## src/rtl/mulcyc_mul.sv

```systemverilog
// -----------------------------------------------------------------------------
// mulcyc_mul -- iterative shift-add multiplier (one multiplier bit per cycle)
//
// Supports mul / mulh / mulhsu / mulhu through the sign_a / sign_b qualifiers.
// The operands are reduced to unsigned magnitudes and multiplied. The result
// is then negated if exactly one operand was negative.
//
// Ports
//   clk           sole clock, rising edge
//   rst           asynchronous, active-high reset
//   start         request a multiply (sampled only in IDLE)
//   flush         abort the in-flight operation (ignored in FINISH)
//   stall         downstream not ready; holds FINISH
//   sign_a/sign_b treat MULTIPLICAND / MULTIPLIER as signed when 1
//   MULTIPLICAND  operand A, MUL_WIDTH bits
//   MULTIPLIER    operand B, MUL_WIDTH bits
//   PROD_LO/HI    low / high halves of the 2*MUL_WIDTH product
//   mul_idle      high in IDLE or FINISH
//   calc_done     registered; high in every FINISH cycle
//
// Configuration
//   MULCYC_MUL_EARLY_OUT_EN  when defined, CALC exits as soon as the remaining
//                            multiplier bits are all zero. Results are the
//                            same in both builds; only the latency changes.
// -----------------------------------------------------------------------------
module mulcyc_mul #(
    parameter int MUL_WIDTH = 32
) (
    input  logic                 clk,
    input  logic                 rst,
    input  logic                 start,
    input  logic                 flush,
    input  logic                 stall,
    input  logic                 sign_a,
    input  logic                 sign_b,
    input  logic [MUL_WIDTH-1:0] MULTIPLICAND,
    input  logic [MUL_WIDTH-1:0] MULTIPLIER,
    output logic [MUL_WIDTH-1:0] PROD_LO,
    output logic [MUL_WIDTH-1:0] PROD_HI,
    output logic                 mul_idle,
    output logic                 calc_done
);

    localparam int CNT_W = $clog2(MUL_WIDTH);
    localparam logic [CNT_W-1:0] LAST_STEP = CNT_W'(MUL_WIDTH - 1);

    typedef enum logic [1:0] {
        IDLE   = 2'd0,
        CALC   = 2'd1,
        DONE   = 2'd2,
        FINISH = 2'd3
    } state_t;

    state_t                   state_reg;
    logic [2*MUL_WIDTH-1:0]   mcand_reg;   // multiplicand magnitude, shifted left each step
    logic [2*MUL_WIDTH-1:0]   acc_reg;     // running sum of partial products
    logic [MUL_WIDTH-1:0]     mplier_reg;  // multiplier magnitude, shifted right each step
    logic [CNT_W-1:0]         cnt_reg;
    logic                     neg_reg;     // final product must be negated

    // Operand conditioning. The magnitude of the most-negative value,
    // 2^(MUL_WIDTH-1), still fits in an unsigned MUL_WIDTH-bit field. The
    // unary minus therefore gives the exact magnitude for every input.
    logic                     a_neg;
    logic                     b_neg;
    logic [MUL_WIDTH-1:0]     a_mag;
    logic [MUL_WIDTH-1:0]     b_mag;
    logic [MUL_WIDTH-1:0]     mplier_shifted;
    logic                     last_step;
    logic [2*MUL_WIDTH-1:0]   acc_signed;

    assign a_neg = sign_a & MULTIPLICAND[MUL_WIDTH-1];
    assign b_neg = sign_b & MULTIPLIER[MUL_WIDTH-1];
    assign a_mag = a_neg ? (-MULTIPLICAND) : MULTIPLICAND;
    assign b_mag = b_neg ? (-MULTIPLIER) : MULTIPLIER;

    assign mplier_shifted = mplier_reg >> 1;

`ifdef MULCYC_MUL_EARLY_OUT_EN
    // Once the remaining multiplier bits are zero, no more partial products
    // can contribute to the sum.
    assign last_step = (cnt_reg == LAST_STEP) || (mplier_shifted == '0);
`else
    assign last_step = (cnt_reg == LAST_STEP);
`endif

    // Negating zero gives zero, so a zero product always stays zero.
    assign acc_signed = neg_reg ? (-acc_reg) : acc_reg;

    assign mul_idle = (state_reg == IDLE) || (state_reg == FINISH);

    always_ff @(posedge clk or posedge rst) begin
        if (rst) begin
            state_reg  <= IDLE;
            mcand_reg  <= '0;
            acc_reg    <= '0;
            mplier_reg <= '0;
            cnt_reg    <= '0;
            neg_reg    <= 1'b0;
            PROD_LO    <= '0;
            PROD_HI    <= '0;
            calc_done  <= 1'b0;
        end else begin
            case (state_reg)
                IDLE: begin
                    // Operands are re-captured every idle cycle. The start
                    // cycle therefore always latches the current inputs.
                    mcand_reg  <= {{MUL_WIDTH{1'b0}}, a_mag};
                    mplier_reg <= b_mag;
                    neg_reg    <= a_neg ^ b_neg;
                    acc_reg    <= '0;
                    cnt_reg    <= '0;
                    calc_done  <= 1'b0;
                    if (start && !flush) begin
                        state_reg <= CALC;
                    end
                end

                CALC: begin
                    if (mplier_reg[0]) begin
                        acc_reg <= acc_reg + mcand_reg;
                    end
                    mcand_reg  <= mcand_reg << 1;
                    mplier_reg <= mplier_shifted;
                    cnt_reg    <= cnt_reg + CNT_W'(1);
                    if (flush) begin
                        state_reg <= IDLE;
                    end else if (last_step) begin
                        state_reg <= DONE;
                    end
                end

                DONE: begin
                    if (flush) begin
                        // Aborted: leave the previous product visible.
                        state_reg <= IDLE;
                    end else begin
                        PROD_HI   <= acc_signed[2*MUL_WIDTH-1:MUL_WIDTH];
                        PROD_LO   <= acc_signed[MUL_WIDTH-1:0];
                        calc_done <= 1'b1;
                        state_reg <= FINISH;
                    end
                end

                FINISH: begin
                    // start and flush are deliberately ignored here. Only
                    // the consumer can release the result.
                    if (!stall) begin
                        calc_done <= 1'b0;
                        state_reg <= IDLE;
                    end
                end

                default: begin
                    state_reg <= IDLE;
                end
            endcase
        end
    end

endmodule

```

## config.mk

```make
export PLATFORM = sky130hd
export DESIGN_NAME = mulcyc_mul
export DESIGN_NICKNAME = d
export VERILOG_FILES = /design/src/rtl/mulcyc_mul.sv
export SDC_FILE = /design/constraint.sdc
export NUM_CORES = 1
export LEC_CHECK = 0
export ABC_AREA = 1
export BUFFER_PORTS_ARGS = -buffer_cell sky130_fd_sc_hd__buf_2
export CORE_ASPECT_RATIO = 2
export CORE_MARGIN = 2
export CORE_UTILIZATION = 30
export CTS_BUF_LIST = sky130_fd_sc_hd__clkbuf_2
export DETAILED_ROUTE_END_ITERATION = 7
export PLACE_DENSITY_LB_ADDON = 0.1
export SETUP_SLACK_MARGIN = 0.05
export SKIP_CTS_REPAIR_TIMING = 1
export SYNTH_ARGS = -nofsm -noshare
export SYNTH_HDL_FRONTEND = slang
export SYNTH_SLANG_ARGS = --single-unit
```

## constraint.sdc

```tcl
create_clock -name clk -period 7.03 [get_ports clk]
set_input_delay 0.3515 -clock clk [delete_from_list [all_inputs] [get_ports clk]]
set_output_delay 0.3515 -clock clk [all_outputs]
set_load 0.05 [all_outputs]
```

== After elaboration in Yosys (flattened, before gate mapping) ==
Cells that the tools add are included.

* Bits in registers: 233
* Input bits: 71
* Output and inout bits: 66
* Word-level logic and storage cells: 54

* $add $sub $neg: 5
* Eq/ne operators: 9
* Multiplexer cells: 17
* Bitwise logic cells: 4
* Reductions and logical operators: 10

{| class="wikitable"
|+ Operators with widths
! cell !! count
|-
| $pmux W64 S2 || 2
|-
| $mux W64 || 2
|-
| $add A64 B64 Y64 || 1
|-
| $mux W32 || 2
|-
| $neg A32 Y32 || 2
|-
| $neg A64 Y64 || 1
|-
| $pmux W32 S2 || 1
|-
| $mux W2 || 5
|-
| $pmux W5 S2 || 1
|-
| $pmux W2 S4 || 1
|-
| $ne A2 B2 Y1 const B || 3
|-
| $reduce_and A3 Y1 || 2
|-
| $add A5 B1 Y5 const B || 1
|-
| $eq A5 B5 Y1 const B || 1
|-
| $eq A2 B2 Y1 const B || 2
|-
| $reduce_and A2 Y1 || 2
|-
| $ne A3 B3 Y1 const B || 1
|-
| $pmux W1 S3 || 1
|-
| $reduce_bool A3 Y1 || 1
|-
| $and A1 B1 Y1 || 2
|-
| $eq A2 B1 Y1 const B || 1
|-
| $logic_not A2 Y1 || 1
|-
| $mux W1 || 2
|-
| $ne A2 B1 Y1 const B || 1
|-
| other kinds (6) || 6
|}

== Logic depth before layout (Yosys ltp) ==
Gate-level depths: netlist of the first run.

* Depth after elaboration: 4
* Depth in mapped cells: 16
* Gate-level depth less buffers: 16

== Worst setup path after synthesis of the first run ==
OpenSTA, ideal clock, no wires.

* Path kind: flip-flop to flip-flop
* From: reg mcand_reg[0]
* To: reg acc_reg[40]
* Setup time: 0.130 ns
* Arrival time: 1.840 ns
* Data required time: 6.900 ns
* Slack: 5.060 ns
* Stages on the path, launching flop included: 16
* Buffers on the path: 0
* Clock period less this slack: 1.970 ns
* Cells stage by stage: dfrtp_1 -> ha_1 -> inv_1 -> fa_1 -> inv_1 -> nand3_1 -> nand2_1 -> nand2_1 -> nand2_1 -> nand2_1 -> nand3_1 -> nand2_1 -> nand2_1 -> nand2_1 -> nand3_1 -> o21ai_0

* Cells in the longest elaborated chain, start to end: 3

{| class="wikitable"
|+ RTL lines
! item !! line !! text
|-
| from (decl) || 55 || <nowiki>logic [2*MUL_WIDTH-1:0] mcand_reg;</nowiki>
|-
| from (signal assigned) || 108 || <nowiki>mcand_reg <= {{MUL_WIDTH{1'b0}}, a_mag};</nowiki>
|-
| from (signal assigned) || 123 || <nowiki>mcand_reg <= mcand_reg << 1;</nowiki>
|-
| $add A64 B64 Y64 || 121 || <nowiki>acc_reg <= acc_reg + mcand_reg;</nowiki>
|-
| $mux W64 || 120 || <nowiki>if (mplier_reg[0]) begin</nowiki>
|-
| $pmux W64 S2 || 104 || <nowiki>case (state_reg)</nowiki>
|-
| to (signal assigned) || 121 ||
|-
| to (decl) || 56 || <nowiki>logic [2*MUL_WIDTH-1:0] acc_reg;</nowiki>
|}

Every way passes these cells. The select of a mux whose other input is x is not followed.
A chain may end at the register's enable or synchronous reset.

== Final worst setup path of the first run ==
* From: in MULTIPLICAND[31]
* To: reg mcand_reg[29]

* Cells in the longest elaborated chain, start to end: 3

{| class="wikitable"
|+ RTL lines
! item !! line !! text
|-
| from (decl) || 36 || <nowiki>input logic [MUL_WIDTH-1:0] MULTIPLICAND,</nowiki>
|-
| $and A1 B1 Y1 || 72 || <nowiki>assign a_neg = sign_a & MULTIPLICAND[MUL_WIDTH-1];</nowiki>
|-
| $mux W32 || 74 || <nowiki>assign a_mag = a_neg ? (-MULTIPLICAND) : MULTIPLICAND;</nowiki>
|-
| $pmux W64 S2 || 104 ||
|}

Every way passes these cells.

==> results of run 1 <==
cells in the final DEF (no fill, tap or decap), types with 6 or more instances in the layout:
| cell | count |
|---|---|
| dfrtp_1 | 232 |
| ha_1 | 72 |
| nand4_1 | 27 |
| nor2_2 | 15 |
| o211ai_1 | 13 |
| nand3b_1 | 11 |
| o21ai_1 | 21 |
| inv_1 | 490 |
| a22oi_1 | 41 |
| nand3_1 | 195 |
| a31oi_1 | 10 |
| o21ai_0 | 117 |
| xor2_1 | 53 |
| o22ai_1 | 50 |
| nor2_4 | 9 |
| xnor2_1 | 28 |
| nand2_2 | 15 |
| buf_2 | 136 |
| nor2_1 | 250 |
| dlygate4sd3_1 | 113 |
| clkinv_1 | 17 |
| inv_2 | 6 |
| buf_4 | 14 |
| nand2_1 | 1006 |
| clkbuf_2 | 94 |
| nor3_1 | 24 |
| a21oi_1 | 81 |
per-layer routing:
layer	vias up	global-route usage [%]	routed length (µm)
li1	9644	-	-
met3	218	3.11	2310
met5	-	0	0
met2	489	50.1	45700
met4	0	19.9	7230
met1	9025	20.7	23800
critical path: cells and delay by family:
family                 cells  cell delay, ns
AO/OA/AOI/OAI              2            0.59
buffers and inverters      5            2.67
AND/OR/NAND/NOR            4            0.79
area by class of cell:
class,instances,area share (%)
diodes,2,0.0234
clock buffers,94,2.20
clock inverters,18,0.368
inverters,499,8.78
multi-input cells,2090,48.0
flip-flops and latches,233,27.2
well taps,774,4.52
repair buffers,263,8.94
kinds of logic after synthesis:
family	share of synthesized area [%]
fa+ha+maj	5.12
compound gates	11.3
simple gates	35.9
buf+inv	11.8
xor+xnor	3.89
flops	32.0
report_power, final:
part	total [mW]	internal [mW]	leakage, nW	switching, mW
clock network	1.01	0.356	0.417	0.650
logic	5.38	1.59	8.24	3.79
registers	2.33	1.81	3.05	0.524
worst paths after layout:
kind / startpoint / end / slack (ns) / depth (start not counted)
max: MULTIPLICAND[31] / mcand_reg[29] / 3.45 / 11
min: rst / PROD_LO[7] / 0.10 / 3
max reg2reg: state_reg[1] / acc_reg[22] / 3.65 / 11
min reg2reg: PROD_LO[2] / PROD_LO[2] / 0.48 / 2
max in group asynchronous: rst / mcand_reg[29] / 5.35 / 4
min in group clk: MULTIPLIER[10] / mplier_reg[10] / 0.24 / 5
metrics by stage:
step / cell area [µm²] / power, mW / worst slack, ns
global route: 21400 / 9.39 / 3.25
finish: 21400 / 8.72 / 3.45
detailed placement: 19700 / 7.57 / 3.61
floorplan: 18200 / 5.80 / 0.289
CTS: 20300 / 8.63 / 3.61
global placement: 19700 / 7.53 / 3.63
==> run summary, run 1 <==
final setup fails -> 0
Starting Density -> 30.4%
Multi-input gate area -> 10,300 µm²
cell area after synthesis -> 18,200 µm²
most common cell in the netlist -> nand2_1
CP Launch Type -> primary input
TritonCTS buffer count -> 66
Yosys top cell area share -> 32.0%
HPWL after DPL -> 63.5 mm
Final ANT Viol Nets -> 0
Boundary Pins -> 137
Layout Utilization -> 35.7%
share of cells above drive strength 1 -> 9.79%
CP Class -> in -> reg
Avg Cell Area, Syn -> 6.32 µm²
Top FF cell, synth -> dfrtp_1
FILL cells -> 6,804
Max Root-Sink Buffers -> 3
Clock Sinks -> 233
Die H -> 353 µm
worst skew pair latency -> 1.01 ns
drt initial violations -> 1,081
flop and latch count out of synthesis -> 233
Pre-antenna DRT Iters -> 7
post-synthesis sequential area ratio -> 32.0%
Pleak -> 11.7 nW
Final Wtd Congestion -> 0.954
Synth-to-Final Area Change -> 17.4%
die span in x -> 178 µm
asr flop ratio synth -> 100%
slew margin rel. -> 33.1%
crit-path cells -> dlygate4sd3_1 > buf_2 > nand2_1 > clkinv_1 > o21ai_1 > nand2_1 > nand2_1 > dlygate4sd3_1 > nand2_1 > o21ai_1 > dlygate4sd3_1
Sequential Area -> 5830 µm²
pin count of the biggest net entering global routing -> 127
placed cells -> 3,746
RSZ-0062 raised after global routing -> false
top post-synthesis cells by count -> 1,007 x nand2_1, 491 x inv_1, 252 x nor2_1, 233 x dfrtp_1, 195 x nand3_1
Layout Cells excl Fill -> 3,973
Pwr per Cell Area -> 407 nW/µm²
synthesized net count -> 3,033
DRC Markers -> 0
crit share post-route -> 50.9%
total negative slack -> 0 ns
Core Region -> 60,100 µm²
Worst path slowest cell -> clkinv_1
outcome -> finished clean
Yosys warning count -> 0
Hold Path Class -> in -> async
CP Data Required Time -> 7.88 ns
Worst-path clk slew -> 0.10 ns
worst-margin pin slew -> 1.00 ns
vias after detailed routing -> 19,400
DR vias/cell -> 4.88
max_cap viols -> 0
CTS HTree Levels -> 3
GR Overflow Total -> 0
Mapped Cells -> 2,888
CTS tree -> yes
EDFF count, synth -> 0
fin. max-slew vios -> 0
Netlist cell types -> 49
vias in the first global route -> 19,200
root buffer cell -> clkbuf_2
first-pass GRT wire length -> 115 mm
initial antenna violation count -> 3
Core Rows -> 127
most frequent CP cell -> nand2_1
Max VDD drop -> 0.298 mV
Synth area leader -> dfrtp_1
Synth area leaders -> dfrtp_1 32%, nand2_1 21%, inv_1 10%
crit-path max cell delay -> 0.90 ns
FMAX -> 279 MHz
wire length per cell -> 19.9 µm
skew final -> 0.117 ns
Layout Nets -> 3,298
critical path data arrival time -> 4.43 ns
All-Layer GR Usage -> 24.9%
CP endpoint kind -> register
Hold WS -> 0.102 ns
WL final -> 79.0 mm
critical path fanouts, max -> 28
die area -> 62,900 µm²
post-route minimum period -> 3.58 ns
count of input and output buffers -> 136
final hold violations -> 0
Power figures use the tool's default switching activity.
==> run 2: changes to the inputs <==
Clock period 7.03 ns to 2.92 ns, I/O delays scaled along.
==> run 2 against run 1 <==
Clock power up 140%; sequential share of layout area down 1.8 points; power rose to 2.5 times the previous value; critical path depth up 2; clock skew down 0.044 ns; critical path type unchanged.
==> run summary, run 2 (same netlist as run 1, synthesis figures left out) <==
drt initial violations -> 953 (-12%)
CP Class -> in -> reg
Die H -> 353 µm (unchanged)
final hold violations -> 0 (unchanged)
RSZ-0062 raised after global routing -> false
initial antenna violation count -> 1 (-2)
TritonCTS buffer count -> 61 (-7.6%)
pin count of the biggest net entering global routing -> 65 (-49%)
RR Endpoint -> acc_reg[23]
HPWL after DPL -> 69.2 mm (+9.0%)
wire length per cell -> 20.7 µm (+3.9%)
CTS tree -> yes
worst r2r src -> acc_reg[14]
outcome -> finished clean
crit share post-route -> 95.3%
CP Data Required Time -> 3.92 ns (-3.96 ns)
Pre-antenna DRT Iters -> 5 (-2)
count of input and output buffers -> 136 (unchanged)
DP Worst Slack -> -0.0769 ns (-3.69 ns)
skew final -> 0.0725 ns (-0.0444 ns)
root buffer cell -> clkbuf_2
Worst-path clk slew -> 0.10 ns (about the same)
slew margin rel. -> 35.3% (+2.2 points)
CP endpoint kind -> register
Worst Slack Setup Final -> 0.138 ns (-3.31 ns)
Layout Nets -> 3,455 (+4.8%)
die area -> 62,900 µm² (unchanged)
Pleak -> 12.5 nW (+6.6%)
Hold Crit Start -> MULTIPLIER[26]
vias in the first global route -> 19,700 (+2.7%)
worst min-delay path endpoint -> mplier_reg[26]
fin. max-slew vios -> 0 (unchanged)
Final Wtd Congestion -> 0.992 (+4.0%)
share of cells above drive strength 1 -> 11.6% (+1.8 points)
critical path fanouts, max -> 5 (-82%)
die span in x -> 178 µm (unchanged)
Clock Sinks -> 233 (unchanged)
Synth-to-Final Area Change -> 25.9%
hold depth -> 5
post-route minimum period -> 2.78 ns
Max VDD drop -> 0.758 mV (+150%)
commonest non-fill, non-tap cell in the layout -> nand2_1
Boundary Pins -> 137 (unchanged)
R2R cell count -> 13 (+2)
Final ANT Viol Nets -> 0 (unchanged)
All-Layer GR Usage -> 26.6% (+1.7 points)
max_cap viols -> 0 (unchanged)
final setup fails -> 0 (unchanged)
WL final -> 85.4 mm (+8.1%)
worst skew pair latency -> 1.12 ns (+0.11 ns)
CP Launch Type -> primary input
R2R Setup Slk -> 0.19 ns (-3.46 ns)
DRC Markers -> 0 (unchanged)
most frequent cells in the layout -> 1,005 x nand2_1, 490 x inv_1, 249 x nor2_1
power after layout -> 21.8 mW (+150%)
Starting Density -> 30.4% (unchanged)
Hold Path Class -> in -> reg
CTS HTree Levels -> 2 (-1)
Core Region -> 60,100 µm² (unchanged)
Max Root-Sink Buffers -> 3 (unchanged)
Core Rows -> 127 (unchanged)
Pwr per Cell Area -> 949 nW/µm² (+130%)
first-pass GRT wire length -> 122 mm (+6.1%)
critical path data arrival time -> 3.78 ns (-0.65 ns)
vias after detailed routing -> 20,100 (+3.6%)
FMAX -> 359 MHz
GR Overflow Total -> 0 (unchanged)
worst-margin pin slew -> 0.969 ns (-0.0346 ns)
DR vias/cell -> 4.86 (-0.45%)
run 2: routing by layer:
metal | share of wire (%) | global-route usage (%)
met1 | 29 | 21.6
met2 | 57 | 53.0
met3 | 2.9 | 3.36
met4 | 11 | 23.9
met5 | 0 | 0
run 2: stage by stage:
| step | hold WS (ns) | setup TNS [ns] | instances | cell area, µm² | utilization [%] |
|---|---|---|---|---|---|
| final | 0.00709 | 0 | 4134 | 23000 | 38.3 |
| after global routing | -0.0257 | 0 | 4134 | 23000 | 38.3 |
| after CTS | -0.883 | -0.112 | 3934 | 21000 | 34.9 |
| after global placement | 0.406 | -0.0999 | 3822 | 20400 | 34.0 |
| after floorplan | 0.270 | -64.29 | 2888 | 18300 | - |
| after detailed placement | 0.387 | -0.0769 | 3822 | 20400 | 34.0 |
run 2: cell type report:
class	instances	area (µm²)
Fill cell	6684	37100
Tap cell	774	968
Multi-Input combinational cell	2090	10300
Sequential cell	233	5830
Inverter	499	1880
Antenna cell	1	2.50
Clock inverter	29	124
Timing Repair Buffer	425	3460
Clock buffer	83	415
run 2: power by group:
part	switching (mW)	internal, mW	leakage (nW)
sequential	1.13	4.35	3.05
combinational	9.72	4.19	9.02
clock	1.62	0.797	0.403
run 2: worst max path at each step:
stage          slack [ns]             to       startpoint  cells past startpoint
6_report             0.14  mcand_reg[30]  MULTIPLICAND[0]                     13
5_1_grt              0.09    acc_reg[41]      acc_reg[21]                     13
4_1_cts             -0.11    acc_reg[21]      acc_reg[11]                     11
3_5_place_dp        -0.08    acc_reg[21]      acc_reg[11]                     11
3_3_place_gp         -0.1    acc_reg[21]      acc_reg[11]                     11
2_1_floorplan       -0.28     PROD_HI[0]              rst                      1
run 2: worst max-delay path: stages:
cell           delay [ns]
dlygate4sd3_1        0.55
buf_2                0.12
dlygate4sd3_1        0.54
inv_1                0.10
ha_1                 0.24
nand4_1              0.35
o21ai_2              0.36
nand2_1              0.08
nand2_1              0.06
dlygate4sd3_1        0.54
nand3_1              0.06
dlygate4sd3_1        0.58
nand3_1              0.07
